===== config.mk =====
export PLATFORM = sky130hd
export DESIGN_NAME = rmii_rx_ring
export DESIGN_NICKNAME = d
export VERILOG_FILES = /design/src/rtl/rmii_rx_ring.sv
export SDC_FILE = /design/constraint.sdc
export NUM_CORES = 1
export LEC_CHECK = 0
export BUFFER_PORTS_ARGS = -buffer_cell sky130_fd_sc_hd__buf_4
export CORE_MARGIN = 2
export CORE_UTILIZATION = 45
export CTS_CLUSTER_SIZE = 24
export DETAILED_ROUTE_END_ITERATION = 16
export SLEW_MARGIN = 10
export SYNTH_ARGS = -nofsm -noshare
export SYNTH_HDL_FRONTEND = slang
export SYNTH_SLANG_ARGS = --single-unit

===== constraint.sdc =====
create_clock -name clk_rmii -period 3.8 [get_ports clk_rmii]
set_input_delay 0 -clock clk_rmii [delete_from_list [all_inputs] [get_ports clk_rmii]]
set_output_delay 0 -clock clk_rmii [all_outputs]
set_load 0.05 [all_outputs]

===== src/rtl/rmii_rx_ring.sv =====
// RMII receive front end: preamble/SFD sync, dibit-to-byte assembly and
// a ring of NBUF frame slots handed to the host via descriptors.
module rmii_rx_ring #(
   parameter int NBUF    = 4,
   parameter int BUF_AW  = 11,
   parameter int MIN_LEN = 60,
   localparam int BW     = $clog2(NBUF)
) (
   input  logic                 clk_rmii,
   input  logic                 rstn,
   input  logic [1:0]           rxd,
   input  logic                 crs_dv,
   input  logic                 rx_er,
   input  logic                 enable,
   output logic                 wr_en,
   output logic [BW+BUF_AW-1:0] wr_addr,
   output logic [7:0]           wr_data,
   output logic                 desc_valid,
   input  logic                 desc_ready,
   output logic [BW-1:0]        desc_slot,
   output logic [BUF_AW:0]      desc_len,
   output logic [2:0]           desc_stat,
   input  logic                 slot_release,
   output logic [BW:0]          free_cnt,
   output logic [15:0]          drop_cnt,
   output logic                 busy
);

   typedef enum logic [1:0] {
      S_IDLE,
      S_PRE,
      S_DATA,
      S_DROP
   } state_t;

   localparam logic [BW:0]     NBUF_W = (BW+1)'(NBUF);
   localparam logic [BW:0]     PTR1   = (BW+1)'(1);
   localparam logic [BUF_AW:0] IDX1   = (BUF_AW+1)'(1);
   localparam logic [BUF_AW:0] FULL   = {1'b1, {BUF_AW{1'b0}}};
   localparam logic [BUF_AW:0] MIN_W  = (BUF_AW+1)'(MIN_LEN);

   state_t          state;
   logic [1:0]      rxd_q;
   logic            dv_q;
   logic            er_q;
   logic [BW:0]     fill_ptr;
   logic [BW:0]     head_ptr;
   logic [BW:0]     rel_ptr;
   logic [1:0]      pre_cnt;
   logic [1:0]      phase;
   logic [5:0]      sh;
   logic [BUF_AW:0] byte_idx;
   logic            trunc;
   logic            er_seen;
   logic [BUF_AW:0] len_r  [NBUF];
   logic [2:0]      stat_r [NBUF];
   logic [15:0]     drop_sat;
   logic            pop;
   logic            rel;

   assign free_cnt   = NBUF_W - (fill_ptr - rel_ptr);
   assign desc_valid = (fill_ptr != head_ptr);
   assign desc_slot  = head_ptr[BW-1:0];
   assign desc_len   = len_r[head_ptr[BW-1:0]];
   assign desc_stat  = stat_r[head_ptr[BW-1:0]];
   assign busy       = (state != S_IDLE);
   assign pop        = desc_valid & desc_ready;
   assign rel        = slot_release & (head_ptr != rel_ptr);
   assign drop_sat   = (drop_cnt == 16'hFFFF) ? drop_cnt
                                              : drop_cnt + 16'd1;

   always_ff @(posedge clk_rmii) begin
      if (!rstn) begin
         rxd_q    <= '0;
         dv_q     <= 1'b0;
         er_q     <= 1'b0;
         state    <= S_IDLE;
         fill_ptr <= '0;
         head_ptr <= '0;
         rel_ptr  <= '0;
         pre_cnt  <= '0;
         phase    <= '0;
         sh       <= '0;
         byte_idx <= '0;
         trunc    <= 1'b0;
         er_seen  <= 1'b0;
         drop_cnt <= '0;
         wr_en    <= 1'b0;
         wr_addr  <= '0;
         wr_data  <= '0;
         for (int i = 0; i < NBUF; i++) begin
            len_r[i]  <= '0;
            stat_r[i] <= '0;
         end
      end else begin
         rxd_q <= rxd;
         dv_q  <= crs_dv;
         er_q  <= rx_er;
         wr_en <= 1'b0;
         if (pop) head_ptr <= head_ptr + PTR1;
         if (rel) rel_ptr <= rel_ptr + PTR1;
         unique case (state)
            S_IDLE: begin
               if (dv_q && rxd_q == 2'b01) begin
                  if (enable && free_cnt != '0) begin
                     state   <= S_PRE;
                     pre_cnt <= 2'd1;
                  end else begin
                     state    <= S_DROP;
                     drop_cnt <= drop_sat;
                  end
               end
            end
            S_PRE: begin
               if (!dv_q) begin
                  state    <= S_IDLE;
                  drop_cnt <= drop_sat;
               end else if (rxd_q == 2'b01) begin
                  if (pre_cnt != 2'd3) pre_cnt <= pre_cnt + 2'd1;
               end else if (rxd_q == 2'b11 && pre_cnt >= 2'd2) begin
                  state    <= S_DATA;
                  byte_idx <= '0;
                  phase    <= '0;
                  trunc    <= 1'b0;
                  er_seen  <= 1'b0;
               end else begin
                  state    <= S_DROP;
                  drop_cnt <= drop_sat;
               end
            end
            S_DATA: begin
               if (dv_q) begin
                  sh    <= {rxd_q, sh[5:2]};
                  phase <= phase + 2'd1;
                  if (er_q) er_seen <= 1'b1;
                  // Bytes past the end of the slot are counted as truncation only
                  if (phase == 2'd3) begin
                     if (byte_idx == FULL) begin
                        trunc <= 1'b1;
                     end else begin
                        wr_en    <= 1'b1;
                        wr_addr  <= {fill_ptr[BW-1:0],
                                     byte_idx[BUF_AW-1:0]};
                        wr_data  <= {rxd_q, sh};
                        byte_idx <= byte_idx + IDX1;
                     end
                  end
               end else begin
                  state <= S_IDLE;
                  if (byte_idx < MIN_W) begin
                     drop_cnt <= drop_sat;
                  end else begin
                     len_r[fill_ptr[BW-1:0]]  <= byte_idx;
                     stat_r[fill_ptr[BW-1:0]] <= {er_seen | er_q,
                                                  phase != 2'd0,
                                                  trunc};
                     fill_ptr <= fill_ptr + PTR1;
                  end
               end
            end
            S_DROP: begin
               if (!dv_q) state <= S_IDLE;
            end
            default: state <= S_IDLE;
         endcase
      end
   end

endmodule


==> summary.md, run 1 <==
| Metric | Value |
|---|---|
| Share of power burned in registers | 0.425 |
| R2r startpoint | byte_idx[7] |
| Worst skew pair latency | 0.42 ns |
| Final Slew Violations | 0 |
| H-tree level count | 4 |
| Worst Setup End Kind | flip-flop |
| Combinational share of power | 0.152 |
| Die Y-Extent | 122 um |
| Total number of vias | about 4500 |
| Nets | 676 |
| Syn nets | 606 |
| Post-Route WL | 13900 um |
| Area grow syn2layout | 21.5% |
| Vias in the first global route | 4413 |
| Synth Area per Inst | 10.9 sq um |
| DRT Pass-1 Iters | 5 |
| Standard-cell row count | 43 |
| Clock buffer depth | 2 |
| Critical path startpoint category | flip-flop |
| Layout cells sized above 1 | 0.187 |
| Async S/R FF share, synth | 0 |
| Warning count from the yosys run | 0 |
| Post-route ant nets | 0 |
| Final setup fails | 0 |
| Ant. Diodes | 0 |
| Global Route Usage Sum | 0.200 |
| CP startpoint | byte_idx[7] |
| Worst EP required | 4.15 ns |
| Dpl ws | 0.766 ns |
| #FFs+latches synth | 139 |
| Synth Instances | 579 |
| Dominant synthesized flop cell | dfxtp_1 |
| PnR worst setup slack | 0.767 ns |
| Max Cap Violations | 0 |
| Vias per cell | 5.39 |
| Final Instance Area | between 7000 and 8000 sq um |
| Worst Clk Skew | 0.00978 ns |
| Largest net degree at the start of global routing | 59 |
| Outcome | complete, no violations |
| Post-DP HPWL | 9430 um |
| P_leak | about 2.8 nW |
| Cell Area, Synth | 6280 sq um |
| Worst slew margin | 0.406 |
| Post-route insts no fill | 842 |
| Area of the multi-input gates | between 2000 and 3000 sq um |
| Clock share of power | 0.423 |
| Hold_buf cts | 10 |
| Hold Path Class | in -> reg |
| Area after DPL | 6950 sq um |
| Switching Share | 0.274 |
| Final hold violation count | 0 |
| Die width | approximately 120 um |
| Hold Crit Start | slot_release |
| Final worst path period share | 0.798 |
| Clk pin slew, worst setup/hold paths | 0.06 ns |
| Setup TNS | 0 ns |
| Clock sinks | 139 |
| Util after Layout | 0.554 |
| Netlist cell types | 50 |
| Dpl cells | 800 |
| Post-synth EDFFs | 60 |
| # IOs | 69 |
| Measured slew at the worst slew-check pin | 0.891 ns |
| Most frequent cells in the layout | dfxtp_1, buf_4, edfxtp_1, nor2_1, and2_1 |
| Worst EP arrival | 3.38 ns |
| Layout filler cell count | 1219 |
| Achievable frequency | 330 MHz |
| CTS root buf | clkbuf_16 |
| Post-DR wirelength/cell | 16.5 um |
| Crit path kind | reg -> reg |
| Tmin final | 3.03 ns |
| Grt ovf | 0 |
| Seq/Total Area, Yosys | 0.538 |
| CTS tree | done |
| Die area | 14900 sq um |
| Core Area | around 14000 sq um |
| Post-cts gate resize count | 0 |
| Cell Pwr Density | 508 nW/um^2 |
| Drc violations | 0 |
| CTS Buf Count | 17 |
| Critical Path Fanout Max | 14 |
| Initial drt markers | 256 |
| P_int | 0.00282 W |
| Post-CTS Setup Bufs | 0 |
| First-pass GRT wire length | ~23000 um |
| RD Place Congestion | 0.806 |
| RSZ-0062 raised after global routing | false |
| Starting Density | 0.456 |
| Sw power | ~0.0011 W |
| Initial antenna violation count | 0 |
| # port buffers | 68 |
| Reg area | between 3000 and 4000 sq um |
| Max IR drop VDD | around 0.31 mV |
-- through the flow --
stage / hold slack, ns / power (W)
2_1_floorplan: 0.127 / 0.00208
3_3_place_gp: 0.208 / 0.00224
3_5_place_dp: 0.212 / 0.00225
4_1_cts: 0.0252 / 0.00390
5_1_grt: 0.0918 / 0.00402
6_report: 0.0386 / 0.00388
-- power groups by stage --
stage	Clock, W	Sequential, W	Combinational (W)
6_report	0.00164	0.00165	0.000591
5_1_grt	0.00173	0.00165	0.000647
4_1_cts	0.00166	0.00165	0.000589
3_5_place_dp	0	0.00168	0.000577
3_3_place_gp	0	0.00167	0.000564
2_1_floorplan	0	0.00169	0.000392
-- per-layer routing --
metal / vias to the layer above / wire, um / global-route usage
met4: 0 / 122 / 0.0747
li1: 2233 / - / -
met5: - / 0 / 0
met2: 90 / 6650 / 0.321
met3: 16 / 599 / 0.0403
met1: 2199 / 6480 / 0.268
-- worst max-delay path, cell delays in order, from the launching register on --
cell     delay [ns]
dfxtp_1        0.40
or4_4          0.60
o41a_1         0.49
or4_1          0.77
or4_1          0.55
a21oi_1        0.15
-- kinds of logic after synthesis --
family	synth area share
buf+inv	0.0364
flops	0.538
simple gates	0.186
mux	0.0936
fa+ha+maj	0.0358
xor+xnor	0.0223
compound gates	0.0874
-- flip-flops by register name, summed over array words and instances (netlist names), named ones only --
register	flops
er_q	1
er_seen	1
dv_q	1
phase	2
pre_cnt	2
state	2
wr_addr	13
len_r	48
fill_ptr	3
wr_en	1
rel_ptr	3
trunc	1
stat_r	12
rxd_q	2
byte_idx	12
sh	6
drop_cnt	16
head_ptr	3
wr_data	8
-- area by class of cell --
class	count	share of cell area
Clock inverter	11	0.0192
Tap cell	180	0.0295
Multi-Input combinational cell	382	0.350
Timing Repair Buffer	88	0.0898
Sequential cell	139	0.443
Clock buffer	21	0.0577
Inverter	21	0.0103
-- cell usage after synthesis, drive strengths merged (2+ instances only) --
cell     n  share of area
nand4    8         0.0080
buf      9         0.0072
a21oi   39          0.031
or3     10          0.010
edfxtp  60           0.29
xor2     7         0.0098
o211a    2         0.0032
mux4    15          0.054
dfxtp   79           0.25
o41ai    2         0.0028
nand3   20          0.016
ha      18          0.036
xnor2    9          0.013
nor2    58          0.035
nand2   33          0.020
mux2i   25          0.040
o41a     2         0.0036
or4b     2         0.0032
nand2b   4         0.0040
o21a     2         0.0024
o21ai   14          0.011
nor4     3         0.0030
inv     21          0.013
a211oi   2         0.0024
clkbuf  28          0.017
nor3     5         0.0040
or4     18          0.022
a31oi    2         0.0020
o31ai   14          0.017
nand3b   3         0.0036
and2    48          0.048
and4     2         0.0028
-- worst paths after layout --
| kind | endpoint | slack (ns) | cells past startpoint |
|---|---|---|---|
| worst max-delay path | drop_cnt[11] | 0.77 | 5 |
| worst min-delay path | rel_ptr[0] | 0.04 | 4 |
| worst max register to register | drop_cnt[11] | 0.77 | 5 |
| worst min register to register | sh[0] | 0.46 | 2 |
Note: power is estimated with default switching activity, not from simulation.
==> run 2: changes to the inputs <==
==> constraint.sdc (replaced) <==
create_clock -name clk_rmii -period 3 [get_ports clk_rmii]
set_input_delay 0 -clock clk_rmii [delete_from_list [all_inputs] [get_ports clk_rmii]]
set_output_delay 0 -clock clk_rmii [all_outputs]
set_load 0.05 [all_outputs]
==> run 2 against run 1 <==
  * Clock-buffer cell count increased by 1
  * Non-clock buffer count rose by 18
  * Flip-flop and latch count unchanged
  * First-iteration DRC count increased by 22%
  * Register-to-register slack worse by 0.55 ns
  * Worst setup slack got worse by 0.55 ns
  * Die area unchanged
  * Worst hold slack improved by 0.078 ns
  * Clock power grew 20%
  * Core utilization is 1.0 points higher
  * Maximum frequency rose by 8.9%
  * Critical path depth unchanged
  * Critical path type unchanged
  * Critical endpoint is now drop_cnt[8]
==> summary.md, run 2 (synthesis results as in run 1) <==
| Metric | Value |
|---|---|
| Final hold violation count | 0 (unchanged) |
| Dpl ws | 0.225 ns (-0.542 ns) |
| Clk pin slew, worst setup/hold paths | 0.06 ns (about the same) |
| RD Place Congestion | 0.795 (-1.3%) |
| Layout cells sized above 1 | 0.203 (+0.0156) |
| Max Cap Violations | 0 (unchanged) |
| Die area | 14900 sq um (unchanged) |
| CTS tree | done |
| Vias in the first global route | 4500 (+2.0%) |
| Worst slew margin | 0.395 (-0.0108) |
| Most frequent cells in the layout | buf_4, dfxtp_1, edfxtp_1, nor2_1, and2_1 |
| DRT Pass-1 Iters | 4 (-1) |
| Share of power burned in registers | 0.434 (+0.009) |
| Clock share of power | 0.408 (-0.015) |
| Core Area | 13800 sq um (unchanged) |
| Drc violations | 0 (unchanged) |
| Initial drt markers | 312 (+22%) |
| Biggest register | len_r |
| # port buffers | 68 (unchanged) |
| Outcome | complete, no violations |
| Tmin final | 2.78 ns (-0.248 ns) |
| Most common cell after layout, fill and taps aside | buf_4 |
| Post-DP HPWL | 9510 um (+0.81%) |
| Max IR drop VDD | 0.390 mV (+26%) |
| Combinational share of power | 0.158 (+0.006) |
| Worst Clk Skew | 0.00712 ns (-0.00265 ns) |
| Standard-cell row count | 43 (unchanged) |
| H-tree level count | 4 (unchanged) |
| CTS Buf Count | 17 (unchanged) |
| Grt ovf | 0 (unchanged) |
| Achievable frequency | 359 MHz (+8.9%) |
| Clock sinks | 139 (unchanged) |
| Clock buffer depth | 2 (unchanged) |
| Worst skew pair latency | 0.42 ns (about the same) |
| Final setup fails | 0 (unchanged) |
| CTS root buf | clkbuf_16 |
| RSZ-0062 raised after global routing | false |
| Post-Route WL | 14200 um (+2.8%) |
| Cell Pwr Density | 618 nW/um^2 (+22%) |
| CP startpoint | byte_idx[7] |
| Global Route Usage Sum | 0.203 (+0.00312) |
| Final Slew Violations | 0 (unchanged) |
| P_leak | 2.91 nW (+3.6%) |
| Crit path kind | reg -> reg |
| Ant. Diodes | 0 (unchanged) |
| Worst Setup End Kind | flip-flop |
| # IOs | 69 (unchanged) |
| Setup TNS | 0 ns (unchanged) |
| Largest net degree at the start of global routing | 59 (unchanged) |
| PnR worst setup slack | 0.215 ns (-0.552 ns) |
| Max reg flops | 48 (unchanged) |
| Hold Path Class | in -> reg |
| Hold_buf cts | 11 (+1) |
| Post-DR wirelength/cell | 16.6 um (+0.61%) |
| Total number of vias | 4618 (+1.8%) |
| Hold Crit Start | enable |
| Measured slew at the worst slew-check pin | 0.908 ns (+0.0163 ns) |
| R2r startpoint | byte_idx[7] |
| Critical path startpoint category | flip-flop |
| Initial antenna violation count | 0 (unchanged) |
| Area grow syn2layout | 23.7% |
| Post-CTS Setup Bufs | 0 (unchanged) |
| Critical Path Fanout Max | 10 (-4) |
| Die width | 122 um (unchanged) |
| Vias per cell | 5.37 (-0.37%) |
| Sw power | 0.00132 W (+25%) |
| First-pass GRT wire length | 23200 um (+1.9%) |
| Post-route ant nets | 0 (unchanged) |
| Final worst path period share | 0.928 (+0.130) |
| Worst EP required | 3.35 ns (-0.80 ns) |
| Largest registers | len_r x48, drop_cnt x16, wr_addr x13 |
| Die Y-Extent | 122 um (unchanged) |
| Worst EP arrival | 3.13 ns (-0.25 ns) |
| Post-cts gate resize count | 0 (unchanged) |
| Starting Density | 0.456 (unchanged) |
| Nets | 694 (+2.7%) |
| P_int | 0.00348 W (+24%) |
| Layout filler cell count | 1173 (-3.8%) |
| Switching Share | 0.275 (+0.00152) |
run 2: cell count changes in the layout (fill, tap and decap cells not counted):
cell           delta
xnor2_2           +1
xnor2_1           -1
buf_12            +3
dlygate4sd3_1     +1
dfxtp_2           -1
clkinvlp_4        -2
clkinv_1          +2
clkinv_2          +2
dfxtp_1           +1
buf_4            +14
clkinv_4          -2
clkbuf_1          +1
bufinv_16         -1
run 2: final timing paths:
path / endpoint / slack, ns / depth (start not counted)
worst min-delay path: state[1] / 0.12 / 4
worst max register to register: drop_cnt[8] / 0.22 / 5
worst max-delay path: drop_cnt[8] / 0.22 / 5
worst min register to register: sh[1] / 0.47 / 2
run 2: power by group through the flow:
stage                     clock [W]  sequential, W  combinational (W)
after floorplan                   0        0.00214           0.000497
after detailed placement          0        0.00212           0.000743
after global routing        0.00207        0.00209           0.000826
after CTS                   0.00199        0.00208           0.000758
final                       0.00196        0.00208           0.000760
after global placement            0        0.00212           0.000728
run 2: metrics by stage:
step                utilization  hold slack [ns]  total power [W]  instance area (sq um)  cells
floorplan                     -            0.127          0.00264                   6290    579
global placement          0.517            0.209          0.00285                   7120    817
detailed placement        0.517            0.215          0.00286                   7120    817
CTS                       0.565           0.0988          0.00483                   7780    860
global route              0.565            0.148          0.00498                   7780    860
finish                    0.565            0.117          0.00480                   7780    860
run 2: cell type report:
type | instances | area [sq um] | share of cell area
flip-flops and latches | 139 | 3380 | 0.435
multi-input cells | 382 | 2680 | 0.345
repair buffers | 106 | 861 | 0.111
clock buffers | 22 | 444 | 0.0571
well taps | 180 | 225 | 0.0290
clock inverters | 10 | 101 | 0.0130
inverters | 21 | 78.8 | 0.0101
run 2: worst max-delay path: stages, from the launching register on:
cell and delay (ns):
dfxtp_1 0.31, or4_4 0.55, o41a_1 0.43, or4_1 0.72, or4b_1 0.55, a21oi_1 0.15
run 2: metal layers:
metal  up-vias  routed length [um]  global-route usage
met3        18                 562              0.0468
met4         0                 185              0.0639
met5         -                   0                   0
li1       2269                   -                   -
met1      2234                6800               0.282
met2        97                6680               0.315
